$ cat config.mk
export PLATFORM = sky130hd
export DESIGN_NAME = fib_lookup
export DESIGN_NICKNAME = d
export VERILOG_FILES = /design/src/rtl/fib_lookup.sv
export SDC_FILE = /design/constraint.sdc
export NUM_CORES = 1
export LEC_CHECK = 0
export BUFFER_PORTS_ARGS = -buffer_cell sky130_fd_sc_hd__buf_2
export CORE_MARGIN = 2
export CORE_UTILIZATION = 45
export DETAILED_ROUTE_END_ITERATION = 7
export GPL_TIMING_DRIVEN = 0
export PLACE_DENSITY = 0.6
export RECOVER_POWER = 100
export SETUP_SLACK_MARGIN = 0.4
export SYNTH_ARGS = -nofsm -noshare
export SYNTH_HDL_FRONTEND = slang
export SYNTH_SLANG_ARGS = --single-unit
export TNS_END_PERCENT = 100
$ cat constraint.sdc
create_clock -name clk -period 5.79 [get_ports clk]
set_clock_uncertainty 0.15 [all_clocks]
set_input_delay 1.158 -clock clk [delete_from_list [all_inputs] [get_ports clk]]
set_output_delay 1.158 -clock clk [all_outputs]
set_load 0.02 [all_outputs]
$ cat src/rtl/fib_lookup.sv
// Forwarding-information-base lookup: hashes the destination MAC into a small
// direct-mapped table, produces a port mask, and learns the source MAC/port.
module fib_lookup #(
    parameter int num_ports = 4,
    parameter int port_sz   = 2,
    parameter int fib_asz   = 4
) (
    input  logic                    clk,
    input  logic                    reset,
    input  logic                    lpp_srdy,
    output logic                    lpp_drdy,
    input  logic [96+port_sz-1:0]   lpp_data,
    output logic                    ft_srdy,
    input  logic                    ft_drdy,
    output logic [num_ports-1:0]    ft_data,
    input  logic                    flush
);

    localparam int entries = 1 << fib_asz;
    localparam int slices  = (48 + fib_asz - 1) / fib_asz;
    localparam logic [num_ports-1:0] port_one = num_ports'(1);

    typedef enum logic [1:0] {IDLE, LOOKUP, LEARN, RESULT} state_t;

    typedef struct packed {
        logic               valid;
        logic [47:0]        mac;
        logic [port_sz-1:0] port;
    } entry_t;

    state_t                 state_q, state_d;
    logic [96+port_sz-1:0]  req_q;
    entry_t                 entry_q;
    logic [num_ports-1:0]   ft_data_q, mask_d;
    logic [entries-1:0]     valid_q;
    logic [47:0]            mac_mem  [entries];
    logic [port_sz-1:0]     port_mem [entries];

    logic [47:0]            src_mac, dst_mac;
    logic [port_sz-1:0]     src_port;
    logic [fib_asz-1:0]     src_idx, dst_idx;
    logic                   learn_we;
    logic                   hit;
    logic [num_ports-1:0]   flood;

    // Shifting right feeds zeros into the top slice, giving the zero-extension.
    function automatic logic [fib_asz-1:0] fib_hash(input logic [47:0] mac);
        logic [fib_asz-1:0] h;
        h = '0;
        for (int s = 0; s < slices; s++) begin
            h = h ^ fib_asz'(mac >> (s * fib_asz));
        end
        return h;
    endfunction

    assign src_mac  = req_q[47:0];
    assign dst_mac  = req_q[95:48];
    assign src_port = req_q[96+port_sz-1:96];
    assign src_idx  = fib_hash(src_mac);
    assign dst_idx  = fib_hash(dst_mac);
    assign ft_data  = ft_data_q;

    // Multicast sources are never learned; a coincident flush discards the write.
    assign learn_we = (state_q == LEARN) && !src_mac[40] && !flush;

    always_comb begin
        state_d  = state_q;
        lpp_drdy = 1'b0;
        ft_srdy  = 1'b0;
        unique case (state_q)
            IDLE: begin
                lpp_drdy = 1'b1;
                if (lpp_srdy) state_d = LOOKUP;
            end
            LOOKUP: state_d = LEARN;
            LEARN:  state_d = RESULT;
            RESULT: begin
                ft_srdy = 1'b1;
                if (ft_drdy) state_d = IDLE;
            end
            default: state_d = IDLE;
        endcase
    end

    // Out-of-range port numbers shift the one off the top: no bit cleared / no bit set.
    always_comb begin
        flood  = ~(port_one << src_port);
        hit    = entry_q.valid && (entry_q.mac == dst_mac);
        mask_d = flood;
        if (dst_mac[40])
            mask_d = flood;
        else if (hit && (entry_q.port == src_port))
            mask_d = '0;
        else if (hit)
            mask_d = port_one << entry_q.port;
    end

    // NOTE: state uses non-blocking assignments so every register samples pre-edge values.
    always_ff @(posedge clk or posedge reset) begin
        if (reset) begin
            state_q   <= IDLE;
            req_q     <= '0;
            entry_q   <= '0;
            ft_data_q <= '0;
            valid_q   <= '0;
        end else begin
            state_q <= state_d;
            if (lpp_srdy && lpp_drdy)
                req_q <= lpp_data;
            if (state_q == LOOKUP)
                entry_q <= {valid_q[dst_idx], mac_mem[dst_idx], port_mem[dst_idx]};
            if (state_q == LEARN)
                ft_data_q <= mask_d;
            if (flush)
                valid_q <= '0;
            else if (learn_we)
                valid_q[src_idx] <= 1'b1;
        end
    end

    // NOTE: table payload has no reset; the valid bits alone decide whether it is used.
    always_ff @(posedge clk) begin
        if (learn_we) begin
            mac_mem[src_idx]  <= src_mac;
            port_mem[src_idx] <= src_port;
        end
    end

endmodule

* After elaboration in Yosys (flattened, before gate mapping)
Memories as Yosys holds them, arrays and structs flattened. A register that Yosys moved wholly into a read port is not among the register bits.
Index checks and enable logic that the tools add are counted.
** Word-level totals
- Flip-flop bits (word level) :: 121
- Bits in writable memories :: 800
- Input port bits :: 103
- Output and inout bits :: 6
- Memories kept :: 2
** Memory list
- mac_mem :: words 16, bits a word 48, read ports 1, clocked after memory_dff 1, write ports 1, line 36 : logic [47:0] mac_mem [entries];
- port_mem :: words 16, bits a word 2, read ports 1, clocked after memory_dff 1, write ports 1, line 37 : logic [port_sz-1:0] port_mem [entries];
** Cells by class
- $lt $le $gt $ge :: 3
- Equality and inequality tests :: 7
- Shift operators :: 2
- Muxes and demuxes :: 16
- Bitwise logic cells :: 24
- Reductions and logical operators :: 11
** Operators with widths (count)
- 4-bit bitwise XOR :: 22
- 48-bit == test :: 1
- 16-bit two-way mux :: 2
- 16-bit OR :: 1
- 4-bit two-way mux :: 3
- 4-bit by 5-bit less-than comparator with 1-bit output, second input constant :: 2
- 2-bit case mux with 4 select lines :: 1
- 1-bit by 2-bit left shift with 4-bit output, first input constant :: 2
- 1-bit logical AND :: 6
- 1-bit two-way mux :: 6
- 1-bit binary-select mux with 4-bit select :: 1
- 1-bit demux with 4-bit select :: 1
- 2-bit == test, second input constant :: 2
- 4-bit by 1-bit greater-or-equal comparator with 1-bit output, second input constant :: 1
- 2-bit two-way mux :: 2
- 2-bit inequality test, second input constant :: 2
- 4-bit NOT :: 1
- 2-bit by 1-bit == test with 1-bit output, second input constant :: 1
- 2-bit == test :: 1
- 1-bit zero test :: 2
- 2-bit zero test :: 1
- 2-bit AND reduction :: 1
- 2-bit nonzero test :: 1

* Logic depth before layout (Yosys ltp)
Gate-level depths: netlist (run 1).
- Word-level depth :: 18
- Mapped depth :: 10
- Depth with buffers taken out :: 7

* Worst setup path before layout (run 1)
No wires, ideal clock.
- Kind :: in2reg
- Start :: in flush
- End :: mem mac_mem[0][0] (enable)
- Arrival :: 3918 ps
- Required time :: 5182 ps
- Slack :: 1264 ps
- Cell stages on the path :: 6
- Path buffers :: 1
- Path through :: clkbuf_1 nor2_1 nand2_1 nor2_1 nand2_1 nor2_1
** Between the ends
- Cells in the longest elaborated chain, start to end :: 4
** Ends and longest elaborated chain
- from (decl) :: line 16 : input logic flush
- 1-bit zero test :: line 64 : assign learn_we = (state_q == LEARN) && !src_mac[40] && !flush;
- 1-bit logical AND :: line 64
- 1-bit two-way mux :: line 123 : if (learn_we) begin
- 1-bit two-way mux (not written as such) :: line 124 : mac_mem[src_idx] <= src_mac;
- to (decl) :: line 36
No other way between the ends.

* Worst setup path after layout (run 1)
- Start :: reg req_q[4]
- End :: mem mac_mem[1][16] (enable)
** Between the ends
- Cells in the longest elaborated chain, start to end :: 11
** Ends and longest elaborated chain
- from (decl) :: line 32 : logic [96+port_sz-1:0] req_q;
- from (signal assigned) :: line 109 : req_q <= lpp_data;
- 4-bit bitwise XOR (11 in a row) :: line 51 : h = h ^ fib_asz'(mac >> (s * fib_asz));
No other way between the ends.

==> reports/results.ini, run 1 <==
[sta]
finalHoldViolCount=0
maxSlewViolCount=247
maxSlewHeadroom_pct=-63.3
setup_ws_ns=1.09
hold_ws_ns=0.345
period_needed_ns=4.70
worstMarginPinSlew_ns=2.45
fin_crit_sh_pct=81.1
rsz0062_at_grt=no
finalSetupViolations=0
finalSetupTns_ns=0
fmax_mhz=213

[cts]
numCtsBuffers=101
cts_max_level=3
postCtsHoldBufs=0
cts_buffer_depth=3
cts.clk_slew.worst_paths_ns=0.06
cts_sinks=971
cts_tree=done
clkLatencyLatePin_ns=0.68
post_cts_buffers=0
cts_root_buffer=clkbuf_16
cts.repair.resized=0

[logic_synthesis]
seq_area_frac_synth_pct=72.1
synth_seq_cells=971
synth_edf_count=800
synth_area_sq_mm=0.0393
ys_warn_count=0
async_flop_share_pct=17.6
ys_types=38
syn_nets=3171
synth.avg_cell_area_sq_um=12.8
synth_cells=3064
synth_top_flop_cell=edfxtp_1

[floorplanning]
ios=109
initial_core_util_pct=45.3
core.rowCount=108
fp.dieH_um=299
die_area_sq_mm=0.0896
die_w_um=299
coreArea_sq_mm=0.0866

[layout]
drive_above_1_share_pct=14.5
seq_area_sq_mm=0.0283
stdcell_count=4555
syn_to_final_growth_pct=15.5
multiInputGateArea_sq_mm=0.0101
n_fill_cell=7254
layout.nets=3417

[grt]
grt_start_max_net_pins=38
gr-usage-met2_pct=41.5
antenna_found_initial=7
grt_first_pass_wirelength_mm=170
gr-usage-met3_pct=4.38
grt_pass1_vias=25300
grt_busiest_layer=met2
grt_overflow=0
track_usage_pct=26.1
use_met1_pct=36.4

[detailed_routing]
drt-initial-drc-count=2777
drc_errors=0
dr.pass1.iters=6
postRouteAntennaNets=0
num_vias=26000
post_drt_wl_per_cell_um=25.7
viasPerCell=5.71
routed_wl_mm=117

[outcome]
status=complete, but fails checks
violations=capacitance limit, slew limit

[place]
portBuffers=107
hpwl_mm=81.2
place.gp.congestion=0.878
place_ws_ns=1.26
place_inst=4362

[critical_path]
slowest_stage=nor2_1
reg2reg_depth=7
worstPathCellList=xnor2_1 > xnor2_1 > xnor2_1 > xor2_1 > nand2_1 > nor2_1 > buf_12
start_kind=flop
cp_common_cell=xnor2_1
max_stage_delay_ns=1.84
crit_path_start=req_q[4]
critPathMaxFanout=21
worst-setup-path-type=flop to flop
arrival_ns=4.89
critPathRequiredTime_ns=5.98
rrSetupSlack_ns=1.09
r2r_start=req_q[4]
endpoint_kind=flop
timing.rr.end=mac_mem[1][16]
critPathCapture=mac_mem[1][16]

[min_path]
hp-class=primary input to asynchronous set/reset pin

[flow_run]
max-cap-violations=14

-- worst min-delay path by stage --
stage,cells past startpoint,slack (ns),endpoint
final,2,0.34,entry_q[5]
after global routing,2,0.38,entry_q[5]
after CTS,2,0.30,entry_q[5]
after detailed placement,2,0.38,ft_data[3]
after global placement,2,0.36,ft_data[3]
after floorplan,2,0.35,valid_q[3]
-- logic make-up (layout without fill, tap and decap cells) --
kind of cell    Yosys count  in the layout  share of synthesized area [%]
simple gates           1503           1503                           17.2
flops                   971            971                           72.1
buf+inv                 204            537                           2.34
compound gates          142            142                           2.01
xor+xnor                136            136                           3.25
mux                     104            104                           2.96
fa+ha+maj                 4              4                          0.127
other cells               0              3                              0
-- layout by cell type (no fill, tap or decap), types with 15 or more instances in the layout --
cell type / Yosys / layout
nand2_1: 760 / 760
mux2_2: 98 / 98
clkinv_2: 0 / 15
buf_2: 108 / 199
buf_12: 0 / 22
xnor2_1: 117 / 118
nand4_1: 108 / 108
o21ai_0: 55 / 55
nand3_1: 548 / 548
o22ai_1: 17 / 17
nor2_1: 24 / 20
nand2b_1: 51 / 51
dfrtp_1: 171 / 171
inv_1: 28 / 27
clkbuf_16: 0 / 103
edfxtp_1: 800 / 800
clkbuf_1: 49 / 106
a21oi_1: 53 / 53
-- synthesized netlist by cell type, drive strengths merged (17+ instances only) --
cell type / number / area [sq um]
edfxtp: 800 / 24000
nand2: 760 / 2850
nand3: 548 / 2740
dfrtp: 171 / 4280
buf: 127 / 631
xnor2: 119 / 1060
nand4: 108 / 676
mux2: 98 / 1100
o21ai: 55 / 275
a21oi: 53 / 265
nand2b: 51 / 319
clkbuf: 49 / 184
inv: 28 / 105
nor2: 24 / 90.1
o22ai: 17 / 106
-- worst max-delay path, delay by kind of cell (launching register included) --
| kind | cells | cell delay (ns) |
|---|---|---|
| XOR/XNOR | 4 | 1.00 |
| AND/OR/NAND/NOR | 2 | 2.07 |
| buffers and inverters | 1 | 0.28 |
| flip-flops | 1 | 0.84 |
-- layer usage --
metal | wire length [um] | vias up
li1 | - | 11500
met1 | 48300 | 13000
met2 | 54200 | 1256
met3 | 10400 | 251
met4 | 4360 | 0
met5 | 0 | -
-- area by class of cell --
class                           count  share of cell area, %
Clock inverter                     48                   1.35
Clock buffer                      142                   6.29
Timing Repair Buffer              143                   2.59
Antenna cell                        3                 0.0165
Tap cell                         1155                   3.19
Sequential cell                   971                   62.4
Buffer                            176                   1.77
Inverter                           28                  0.234
Multi-Input combinational cell   1889                   22.2
-- flip-flops by register name (all words and copies together), names as in the netlist --
register	count
entry_q	51
state_q	2
valid_q	16
req_q	98
ft_data	4
mac_mem	768
port_mem	32
-- through the flow --
step / area (sq um) / utilization [%]
after floorplan: 39300 / -
after global placement: 41200 / 47.6
after detailed placement: 42100 / 48.6
after CTS: 45600 / 52.6
after global routing: 45400 / 52.4
final: 45400 / 52.4
Power of run 1 is left out: the tool's default activity adds up to more than one toggle a clock period on the data nets, which glitch-free logic cannot reach.
==> run 2: changes to the inputs <==
ABC_AREA = 1   (was not set)
PLACE_DENSITY = 0.58   (was 0.6)
clock period = 4.9 ns   (was 5.79 ns; I/O delays follow)
==> reports/results.ini, run 2 <==
[outcome]
status=complete, but fails checks
violations=capacitance limit, slew limit

[logic_synthesis]
syn_nets=4219
synth_common_cells=nand3_1 (931), nand2_1 (928), edfxtp_1 (800)
synth_top_family_by_area=simple AND/OR/NAND/NOR gates
synth_edf_count=800
ys_types=31
synth_most_common_cell=nand3_1
synth_compound_area_share_pct=1.04
synth_top_flop_cell=edfxtp_1
seq_area_frac_synth_pct=65.8
synth_area_sq_mm=0.0430
async_flop_share_pct=17.6
synth_simple_gate_area_share_pct=21.8
muxShareOfSynthArea_pct=1.78
synth-xor-area-share_pct=1.85
ys_top_cells_by_area=edfxtp_1 (56%), nand3_1 (11%), dfrtp_1 (9.9%)
synth.avg_cell_area_sq_um=10.5
synth_cells=4112
ys_warn_count=0
yosysTopAreaCellShare_pct=55.8
yosys.area_share.adder_pct=0.116
synth_top_area_cell=edfxtp_1
synth_seq_cells=971

[place]
place_inst=5520
hpwl_mm=90.1
place.gp.congestion=0.871
portBuffers=107
place_ws_ns=0.915

[critical_path]
path_delay_family=simple AND/OR/NAND/NOR gates
slowest_stage=nor2_2
reg2reg_depth=7
arrival_ns=4.59
endpoint_kind=flop
cp.buffers_inverters=1
r2r_start=req_q[10]
max_stage_delay_ns=1.24
rrSetupSlack_ns=0.52
timing.rr.end=mac_mem[9][45]
worstPathCellList=xnor2_1 > xnor2_1 > xor2_1 > xor2_1 > nand2_1 > nor2_2 > buf_12
start_kind=flop
critPathMaxFanout=30
critPathRequiredTime_ns=5.11
worst-setup-path-type=flop to flop

[sta]
rsz0062_at_grt=no
setup_ws_ns=0.520
maxSlewViolCount=106
maxSlewHeadroom_pct=-38.8
worstMarginPinSlew_ns=2.08
period_needed_ns=4.38
finalHoldViolCount=0
fmax_mhz=228
hold_ws_ns=0.0365
finalSetupViolations=0
fin_crit_sh_pct=89.4

[layout]
largest_register_ffs=768
antenna_cells=0
syn_to_final_growth_pct=14.3
largest_registers=mac_mem x768, req_q x98, entry_q x51
n_fill_cell=8407
largest_register=mac_mem
stdcell_count=5718
layout.nets=4470
drive_above_1_share_pct=11.4
layout_common_cells=nand3_1 (931), nand2_1 (928), edfxtp_1 (800), inv_1 (588), buf_2 (231)
final_common_cell=nand3_1

[cts]
cts_root_buffer=clkbuf_16
postCtsHoldBufs=0
cts_sinks=971
cts_buffer_depth=3
cts_max_level=3
clkLatencyLatePin_ns=0.69
cts_tree=done
numCtsBuffers=106
cts.repair.resized=0
cts.clk_slew.worst_paths_ns=0.06
post_cts_buffers=0

[min_path]
hp-class=primary input to asynchronous set/reset pin

[floorplanning]
initial_core_util_pct=45.4
die_area_sq_mm=0.0981
core.rowCount=113
die_w_um=313
ios=109
coreArea_sq_mm=0.0949
fp.dieH_um=313

[detailed_routing]
routed_wl_mm=129
num_vias=30400
drt-initial-drc-count=3188
postRouteAntennaNets=0
viasPerCell=5.31
dr.pass1.iters=7
drc_errors=0
post_drt_wl_per_cell_um=22.5

[grt]
antenna_found_initial=7
grt_pass1_vias=29100
grt_first_pass_wirelength_mm=190
grt_start_max_net_pins=41
grt_overflow=0
track_usage_pct=26.4

[flow_run]
max-cap-violations=5

-- run 2: cell count changes after synthesis, sizes merged, moves of 30 or more --
| cell | before | now |
|---|---|---|
| nand2 | 760 | 928 |
| inv | 28 | 591 |
| nand3 | 548 | 932 |
| nand2b | 51 | 0 |
| nor2 | 24 | 86 |
| xnor2 | 119 | 52 |
| o21ai | 55 | 14 |
| nand4 | 108 | 9 |
| mux2 | 98 | 68 |
| nand3b | 0 | 101 |
| clkbuf | 49 | 89 |
-- run 2: logic make-up after synthesis --
kind of cell    count (synthesis)
buf+inv                       832
flops                         971
simple gates                 2068
fa+ha+maj                       4
compound gates                 79
mux                            68
xor+xnor                       90
-- run 2: worst max-delay path by stage --
stage | from | end | slack, ns | cells past startpoint
after CTS | req_q[10] | mac_mem[0][24] | 0.89 | 8
after global placement | state_q[0] | mac_mem[0][23] | -2.29 | 7
final | req_q[10] | mac_mem[9][45] | 0.52 | 7
after detailed placement | state_q[0] | mac_mem[0][23] | 0.91 | 9
after global routing | req_q[49] | entry_q[11] | 0.35 | 19
after floorplan | flush | mac_mem[10][0] | 0.26 | 5
-- run 2: final cells by class --
class	instances	area (sq um)	share of cell area [%]
Tap cell	1265	1580	3.22
Timing Repair Buffer	143	1090	2.23
Multi-Input combinational cell	2309	11500	23.3
Buffer	239	1080	2.19
Sequential cell	971	28300	57.5
Clock inverter	47	415	0.844
Inverter	593	2230	4.53
Clock buffer	151	3020	6.13
-- run 2: per-layer routing --
metal	up-vias	wire [um]	track usage, %	share of wire (%)
met5	-	14	0	0.011
met4	2	4790	9.67	3.7
met3	229	10200	4.18	7.9
met2	1231	59300	42.1	46
met1	14700	54600	36.6	42
li1	14200	-	-	-
-- run 2: stage by stage --
stage / TNS (ns) / cell area (sq um) / util, %
final: 0 / 49200 / 51.9
after global routing: 0 / 49200 / 51.9
after CTS: 0 / 49500 / 52.2
after detailed placement: 0 / 46100 / 48.6
after global placement: -1615.65 / 45200 / 47.6
after floorplan: 0 / 43000 / -
Power of run 2 is left out for the same reason.
